--- src/rtl/ext_mem_arbiter.sv ---
// Round-robin arbiter for N native-bus masters onto the single DDR controller port.
// One outstanding transaction; a streaming master may keep the port for MAX_BURST grants.
//
// state | meaning
// IDLE  | no transaction forwarded; pick a winner when any master is valid
// BUSY  | granted master's request forwarded; waiting for slave ready
module ext_mem_arbiter #(
    parameter int N_MASTERS = 2,
    parameter int MAX_BURST = 4,
    parameter int REQ_W     = 69,
    parameter int RESP_W    = 33
) (
    input  logic                          clk,
    input  logic                          rst,
    input  logic [N_MASTERS*REQ_W-1:0]    m_req,
    output logic [N_MASTERS*RESP_W-1:0]   m_resp,
    output logic [REQ_W-1:0]              s_req,
    input  logic [RESP_W-1:0]             s_resp,
    output logic [N_MASTERS-1:0]          grant,
    output logic                          busy
);

    localparam int IDX_W   = $clog2(N_MASTERS);
    localparam int BURST_W = $clog2(MAX_BURST) + 1;

    typedef enum logic {IDLE, BUSY} state_t;

    state_t               state;
    logic [IDX_W-1:0]     last;
    logic [IDX_W-1:0]     gidx;
    logic [BURST_W-1:0]   burst_cnt;

    logic [N_MASTERS-1:0] valid;
    logic [IDX_W-1:0]     rr_idx;
    logic                 rr_found;
    logic                 keep;
    logic [IDX_W-1:0]     win_idx;
    logic [BURST_W-1:0]   win_cnt;
    int                   j;

    always_comb begin
        for (int i = 0; i < N_MASTERS; i++) begin
            valid[i] = m_req[i*REQ_W + REQ_W - 1];
        end
    end

    // Scan last+1 .. last+N; the final step lands on last itself, so a lone
    // requester always wins even after exhausting its burst allowance.
    always_comb begin
        rr_idx   = last;
        rr_found = 1'b0;
        j        = 0;
        for (int k = 1; k <= N_MASTERS; k++) begin
            j = int'(last) + k;
            if (j >= N_MASTERS) begin
                j = j - N_MASTERS;
            end
            if (!rr_found && valid[j]) begin
                rr_found = 1'b1;
                rr_idx   = IDX_W'(j);
            end
        end
    end

    // burst_cnt == 0 only after reset: no retention, so master 0 wins first.
    always_comb begin
        keep = valid[last] && (burst_cnt != '0) && (burst_cnt < BURST_W'(MAX_BURST));
        if (keep) begin
            win_idx = last;
            win_cnt = burst_cnt + 1'b1;
        end else begin
            win_idx = rr_idx;
            win_cnt = BURST_W'(1);
        end
    end

    always_ff @(posedge clk or negedge rst) begin
        if (!rst) begin
            state     <= IDLE;
            grant     <= '0;
            busy      <= 1'b0;
            last      <= IDX_W'(N_MASTERS - 1);
            gidx      <= '0;
            burst_cnt <= '0;
        end else begin
            case (state)
                IDLE: begin
                    if (|valid) begin
                        state     <= BUSY;
                        busy      <= 1'b1;
                        gidx      <= win_idx;
                        grant     <= N_MASTERS'(1) << win_idx;
                        burst_cnt <= win_cnt;
                    end
                end
                BUSY: begin
                    if (s_resp[0]) begin
                        state <= IDLE;
                        busy  <= 1'b0;
                        grant <= '0;
                        last  <= gidx;
                    end
                end
                default: begin
                    state <= IDLE;
                    busy  <= 1'b0;
                    grant <= '0;
                end
            endcase
        end
    end

    // Muxing keys off the async-reset state so reset silences the port at once.
    always_comb begin
        s_req = '0;
        if (state == BUSY) begin
            s_req = m_req[gidx*REQ_W +: REQ_W];
        end
    end

    always_comb begin
        m_resp = '0;
        for (int i = 0; i < N_MASTERS; i++) begin
            if ((state == BUSY) && (gidx == IDX_W'(i))) begin
                m_resp[i*RESP_W +: RESP_W] = s_resp;
            end
        end
    end

endmodule

--- config.mk ---
export PLATFORM = sky130hd
export DESIGN_NAME = ext_mem_arbiter
export DESIGN_NICKNAME = d
export VERILOG_FILES = /design/src/rtl/ext_mem_arbiter.sv
export SDC_FILE = /design/constraint.sdc
export NUM_CORES = 1
export LEC_CHECK = 0
export ABC_AREA = 1
export BUFFER_PORTS_ARGS = -buffer_cell sky130_fd_sc_hd__buf_2
export CAP_MARGIN = 20
export CORE_AREA = 4 4 117 119
export DETAILED_ROUTE_END_ITERATION = 12
export DIE_AREA = 0 0 121 123
export PLACE_DENSITY = 0.58
export RECOVER_POWER = 50
export SLEW_MARGIN = 20
export SYNTH_ARGS = -nofsm -noshare
export SYNTH_HDL_FRONTEND = slang
export SYNTH_SLANG_ARGS = --single-unit
--- constraint.sdc ---
create_clock -name clk -period 3.2 [get_ports clk]
set_input_delay 0.16 -clock clk [delete_from_list [all_inputs] [get_ports clk]]
set_output_delay 0.16 -clock clk [all_outputs]
set_load 0.05 [all_outputs]
### After elaboration in Yosys (flattened, before gate mapping)

Index checks and enable logic that the tools add are counted.

* flip-flop bits (word level): 9
* input bits: 173
* logic and storage cells: 62

* $add $sub $neg: 5
* $mul: 1
* magnitude comparators: 6
* equal/unequal tests: 2
* shift operators: 2
* mux-type cells: 27
* bitwise operators: 2
* reduce and logical (&&, ||, !) cells: 11

Operators with widths (number)
* variable part select 138 x 9 -> 69 bit: 1
* two-way mux 69 bit: 1
* two-way mux 33 bit: 2
* less-than comparator 32 x 3 -> 1 bit, second input constant: 2
* two-way mux 32 bit: 2
* two-way mux 1 bit: 16
* multiplier 1 x 7 -> 8 bit, second input constant: 1
* AND reduction 2 bit: 3
* logical AND 1 bit: 5
* two-way mux 2 bit: 2
* != test 2 bit, second input constant: 2
* one-hot mux 1 bit (2 select lines): 2
* one-hot mux 2 bit (2 select lines): 1
* subtractor 3 x 2 -> 4 bit, second input constant: 1
* adder 1 x 2 -> 3 bit, second input constant: 1
* adder 3 x 1 -> 3 bit, second input constant: 1
* greater-or-equal comparator 3 x 2 -> 1 bit, second input constant: 1
* less-than comparator 3 bit, second input constant: 1
* two-way mux 3 bit: 1
* nonzero test 3 bit: 1
* subtractor 2 x 2 -> 3 bit, second input constant: 1
* adder 1 x 1 -> 2 bit, second input constant: 1
* greater-or-equal comparator 2 bit, second input constant: 1
* less-than comparator 1 x 2 -> 1 bit, second input constant: 1
* other kinds (4): 5

### Logic depth before layout (Yosys ltp)

Gate-level depths: netlist of run 1.

* depth after elaboration: 14
* depth in mapped cells: 8
* mapped depth without buffers: 8

### Worst setup path before layout of run 1

OpenSTA, ideal clock, no wires.

* path kind: register -> output
* start: register gidx
* end: output port s_req[61]
* data arrival time: 2.009 ns
* required time: 3.040 ns
* setup slack: 1.031 ns
* stages on the path, launching flop included: 5
* path through: dfrtp_1 -> buf_2 -> or2_1 -> clkbuf_1 -> o21ai_0

* word-level cells in the longest chain between the ends: 3

Ends and longest elaborated chain
* start, declared: line 30 `logic [IDX_W-1:0] gidx;`
* start signal, assigned: line 91 `gidx <= win_idx;`
* multiplier 1 x 7 -> 8 bit: line 117 `s_req = m_req[gidx*REQ_W +: REQ_W];`
* variable part select 138 x 9 -> 69 bit: line 117
* two-way mux 69 bit: line 116 `if (state == BUSY) begin`
* end, declared: line 17 `output logic [REQ_W-1:0] s_req,`

Every way passes these cells.

### Worst setup path after layout of run 1

* start: register gidx
* end: output port s_req[24]

The elaborated chain is that of the path after synthesis.

==> results of run 1 <==
through the flow:
step	worst slack [ns]	util (%)	cell area, µm²	cells	hold slack (ns)
final	0.5240	28.28	3555	845	0.1585
after global routing	0.3883	28.28	3555	845	0.1781
after CTS	0.8054	28.90	3632	845	0.1555
after detailed placement	1.065	28.19	3543	840	0.02985
after global placement	1.097	28.19	3543	840	0.02690
after floorplan	1.031	-	1906	384	-0.1356
kinds of logic (layout without fill, tap and decap cells):
family	Yosys count	after routing	share of synthesized area [%]
AOI/OAI and AO/OA	77	77	20.29
adders and majority gates	2	2	1.313
buffers and inverters	138	427	30.53
DFF	9	9	11.88
and+or+nand+nor	158	158	35.98
area by class of cell:
type | count | area, µm²
fillers | 1453 | 9014
repair buffers | 315 | 1526
multi-input cells | 237 | 1100
inverters | 108 | 405.4
flip-flops and latches | 9 | 229.0
well taps | 172 | 215.2
clock buffers | 4 | 78.83
cell usage after synthesis, drive strengths merged:
cell type    n
buf         16
nand4        1
o22ai        1
clkbuf      14
ha           2
nand2       17
or2          1
nor2        69
o21ai       72
a21oi        4
dfstp        1
nand3       70
inv        108
dfrtp        8
worst min path at each step:
stage,endpoint,slack (ns),cells past startpoint
2_1_floorplan,burst_cnt[0],-0.14,0
3_5_place_dp,grant[1],0.03,1
5_1_grt,state,0.18,2
4_1_cts,state,0.16,2
6_report,state,0.16,2
3_3_place_gp,grant[1],0.03,1
critical path, cell delays in order (launching register included):
cell and delay [ns]:
dfrtp_2 0.66, clkbuf_2 0.81, nand3_1 0.14, o21ai_1 0.12, clkbuf_1 0.51
what timing repair did:
action,4_1_cts,5_1_grt
endpoints found under the hold margin,8,0
setup endpoints to repair,0,0
hold buffers,1,0
report_power, final:
group          switching (W)  leakage (nW)  internal (W)
combinational        0.00236          2.13      0.000554
clock              0.0000563        0.0382      0.000167
sequential         0.0000976         0.105      0.000164
total                0.00252          2.27      0.000884
layout by cell type, fill, tap and decap left out, types with 3 or more instances in the layout:
master | netlist | final
buf_2 | 6 | 250
dfrtp_1 | 8 | 6
nor2_1 | 69 | 69
a21oi_1 | 4 | 4
nand2_1 | 17 | 17
nand3_1 | 70 | 70
inv_1 | 107 | 108
o21ai_1 | 61 | 60
o21ai_0 | 11 | 12
clkbuf_16 | 0 | 3
clkbuf_1 | 14 | 61
registers in the layout, summed over array words and instances (netlist names):
signal and flops:
burst_cnt 3, last 1, gidx 1, state 1, grant 2, busy 1
routing by layer:
| metal | global-route usage (%) | part of all wire [%] | vias up |
|---|---|---|---|
| li1 | - | - | 1749 |
| met5 | 0 | 0 | - |
| met2 | 22.02 | 53 | 142 |
| met4 | 1.487 | 0.52 | 0 |
| met1 | 13.09 | 38 | 1430 |
| met3 | 1.876 | 8.2 | 7 |
==> flow_summary.ini, run 1 <==
[drt]
drc_errors = 0
drt-total-wl_mm = 9.911
ant_nets = 0
wl_per_cell_um = 11.73
viasPerCell = 3.938
drtIter0Drc = 108
firstDrtPassIters = 4
vias = 3328

[sta]
final.period_utilization_pct = 83.63
worst_clock_skew_ns = 0.0006518
slew_headroom_pct = 36.24
rsz0062_at_grt = no
tightest_slew_ns = 0.9563
setup_viol = 0
final-hold-violation-count = 0
slew_viol_final = 0
fin_crit_ns = 2.676
fin_tns_setup_ns = 0
max_freq_mhz = 373.7

[logic_synthesis]
netlist_area_um2 = 1906
synth_cells = 384
synth-seq-area-share_pct = 11.88
synth_seq_cells = 9
syn_avg_cell_area_um2 = 4.962
synth_fp_nets = 559
ys_top_cells_by_area = inv_1 (21%), nand3_1 (18%), o21ai_1 (16%), nor2_1 (14%), dfrtp_1 (11%)
synth.top_cell.area_share_pct = 21.08
yosys.area.top_type = inv_1
yosys.cell_types.count = 19
ys_warn_count = 0

[setup_path]
regToRegStartpoint = gidx
critPathLaunchType = flop
reg2reg_setup_slack_ns = 1.34
crit_type = flop to output port
worstPathRequired_ns = 3.04
reg2reg_depth = 3
regToRegEndpoint = last
critical_path.endpoint = s_req[24]
crit_fanout = 47
arrival_ns = 2.52
cp-end-kind = output port
startpoint = gidx

[clock_network]
clk_path_buf_depth = 2
post_cts_buffers = 0
cts_root_buf = clkbuf_16
cts_tree = done
cts_sinks = 9
cts_made_buffers = 3
insertion_delay_ns = 0.24
clk_pin_slew_ns = 0.04
cts.repair.resized = 0
htreeDepth = 1

[final_layout]
area_growth_pct = 86.54
final_nets = 849
antennaDiodeCount = 0
drive_gt1_share_pct = 38.78

[placed_design]
hpwl_mm = 7.881
gp_congestion = 0.8139
port_buffers = 310

[global_routing]
grt_overflow = 0
grt_pass1_vias = 2969
grt.total_usage_pct = 11.26
grt_max_degree = 57
antenna_found_initial = 0
grt_pass1_wl_mm = 14.02

[die]
die_w_um = 121
fp-row-count = 41
die_area_um2 = 14880
die_h_um = 123
core_area_um2 = 12570
start_util_pct = 15.16
io_pins = 311

[power]
ir_drop_v = 0.0004140
p_leak_nw = 2.270
p_per_area_nw_per_um2 = 956.5
finalPower_w = 0.003400

[worst_hold_path]
hold_class = input pin to flop
hold_start = s_resp[0]

[flow_run]
drv_cap = 0

[run_status]
status = finished clean
No activity file was read; power rests on OpenSTA's default activity.
==> run 2: changes to the inputs <==
- CORE_AREA: 4 4 117 119 -> 4 4 118 120
- DIE_AREA: 0 0 121 123 -> 0 0 122 124
- PLACE_DENSITY: 0.58 -> 0.57
- clock period: 3.2 -> 2.74 ns (I/O delays scaled with it)
==> flow_summary.ini, run 2 (same netlist as run 1, synthesis figures left out) <==
[run_status]
status = finished clean

[sta]
fin_crit_ns = 2.433
max_freq_mhz = 411.0
rsz0062_at_grt = no
whs_ns = 0.1337
setup_viol = 0
slew_viol_final = 0
slew_headroom_pct = 53.84
fin_tns_setup_ns = 0
final-hold-violation-count = 0
tightest_slew_ns = 0.6924
final.period_utilization_pct = 88.81
worst_clock_skew_ns = 0.002649

[placed_design]
hpwl_mm = 8.302
port_buffers = 310
gp_congestion = 0.9221

[setup_path]
arrival_ns = 2.30
crit_fanout = 31
regToRegEndpoint = grant[0]
cp-end-kind = output port
regToRegStartpoint = state
reg2reg_setup_slack_ns = 1.18
crit_type = flop to output port
worstPathRequired_ns = 2.60
reg2reg_depth = 4
critPathLaunchType = flop

[worst_hold_path]
worstHoldEndpoint = state
hold_start = s_resp[0]
holdPathStages = 2
hold_class = input pin to flop

[final_layout]
multi_input_area_um2 = 1097
seqCellArea_um2 = 229.0
regMostFlops = burst_cnt
final_common_cell = buf_2
reg_top3 = burst_cnt: 3 flops, grant: 2 flops
layout_common_cells = buf_2 (280), inv_1 (107), nand3_1 (70)
fillCellCount = 1515
area_growth_pct = 90.22
antennaDiodeCount = 0
drive_gt1_share_pct = 43.56
largest_reg_flops = 3
final_nets = 851

[power]
p_switching_w = 0.002942
pwr-share-comb_pct = 86.9
ir_drop_v = 0.0006354
finalPower_w = 0.004032
power.internal_w = 0.001089
swShare_pct = 72.98
p_leak_nw = 2.406
pwr-share-clk_pct = 6.4
p_per_area_nw_per_um2 = 1112
pwr-share-seq_pct = 6.7

[clock_network]
cts_made_buffers = 3
htreeDepth = 1
insertion_delay_ns = 0.23
clk_path_buf_depth = 2
cts_root_buf = clkbuf_16
cts_sinks = 9
clk_pin_slew_ns = 0.04
cts_tree = done

[global_routing]
antenna_found_initial = 0
grt_pass1_wl_mm = 14.43
grt_pass1_vias = 2854
grt_max_degree = 71
grt.total_usage_pct = 11.49
grt_overflow = 0

[drt]
vias = 3327
ant_nets = 0
drt-total-wl_mm = 10.19
viasPerCell = 3.910
drtIter0Drc = 166
wl_per_cell_um = 11.98
drc_errors = 0
firstDrtPassIters = 5

[die]
io_pins = 311
start_util_pct = 14.68
die_area_um2 = 15130
fp-row-count = 42
core_area_um2 = 12980
die_w_um = 122
die_h_um = 124

[flow_run]
drv_cap = 0
[run 2: cell types whose count changed in the layout (fill, tap and decap cells not counted), sizes merged]
cell    before  now
buf        253  286
clkbuf      65   34
[run 2: worst max-delay path by stage]
stage                             to  cells past startpoint  startpoint  slack, ns
after floorplan            s_req[61]                      4        gidx       0.59
after global placement     s_req[68]                      5       state       0.84
after detailed placement   s_req[68]                      5       state       0.83
after CTS                  s_req[68]                      5       state       0.58
after global routing      m_resp[11]                      4        gidx       0.19
final                     m_resp[11]                      4        gidx       0.31
[run 2: cell type report]
class                   count  area share [%]
multi-input cells         237           30.27
repair buffers            317           43.98
well taps                 176           6.075
inverters                 108           11.18
clock buffers               4           2.175
flip-flops and latches      9           6.317
[run 2: per-stage QoR]
stage	cells	setup WS, ns	util, %	instance area (µm²)
2_1_floorplan	384	0.5935	-	1906
3_3_place_gp	846	0.8415	27.55	3576
3_5_place_dp	846	0.8274	27.55	3576
4_1_cts	851	0.5755	28.23	3665
5_1_grt	851	0.1942	27.93	3625
6_report	851	0.3067	27.93	3625
[run 2: metal layers]
metal | up-vias | track usage (%) | share of wire [%]
li1 | 1752 | - | -
met1 | 1441 | 16.09 | 41
met2 | 132 | 19.72 | 52
met3 | 2 | 1.181 | 7.0
met4 | 0 | 1.261 | 0.21
met5 | - | 0 | 0
[run 2: power groups by stage]
| stage | Clock, W | Sequential (W) | Combinational (W) |
|---|---|---|---|
| after global routing | 0.000268 | 0.000289 | 0.00372 |
| after global placement | 0 | 0.000272 | 0.00355 |
| after detailed placement | 0 | 0.000274 | 0.00356 |
| after CTS | 0.000260 | 0.000273 | 0.00357 |
| after floorplan | 0 | 0.000278 | 0.00279 |
| final | 0.000256 | 0.000271 | 0.00350 |
[run 2: critical path: stages (launching register included)]
cell      delay [ns]
dfrtp_2         0.57
or2_2           0.64
buf_12          0.27
nor2_1          0.09
clkbuf_1        0.48
[run 2: timing repair]
item / 4_1_cts / 5_1_grt
resized for setup: 0 / 0
setup buffers: 0 / 0
hold buffers: 1 / 0
hold endpoints to repair: 9 / 0
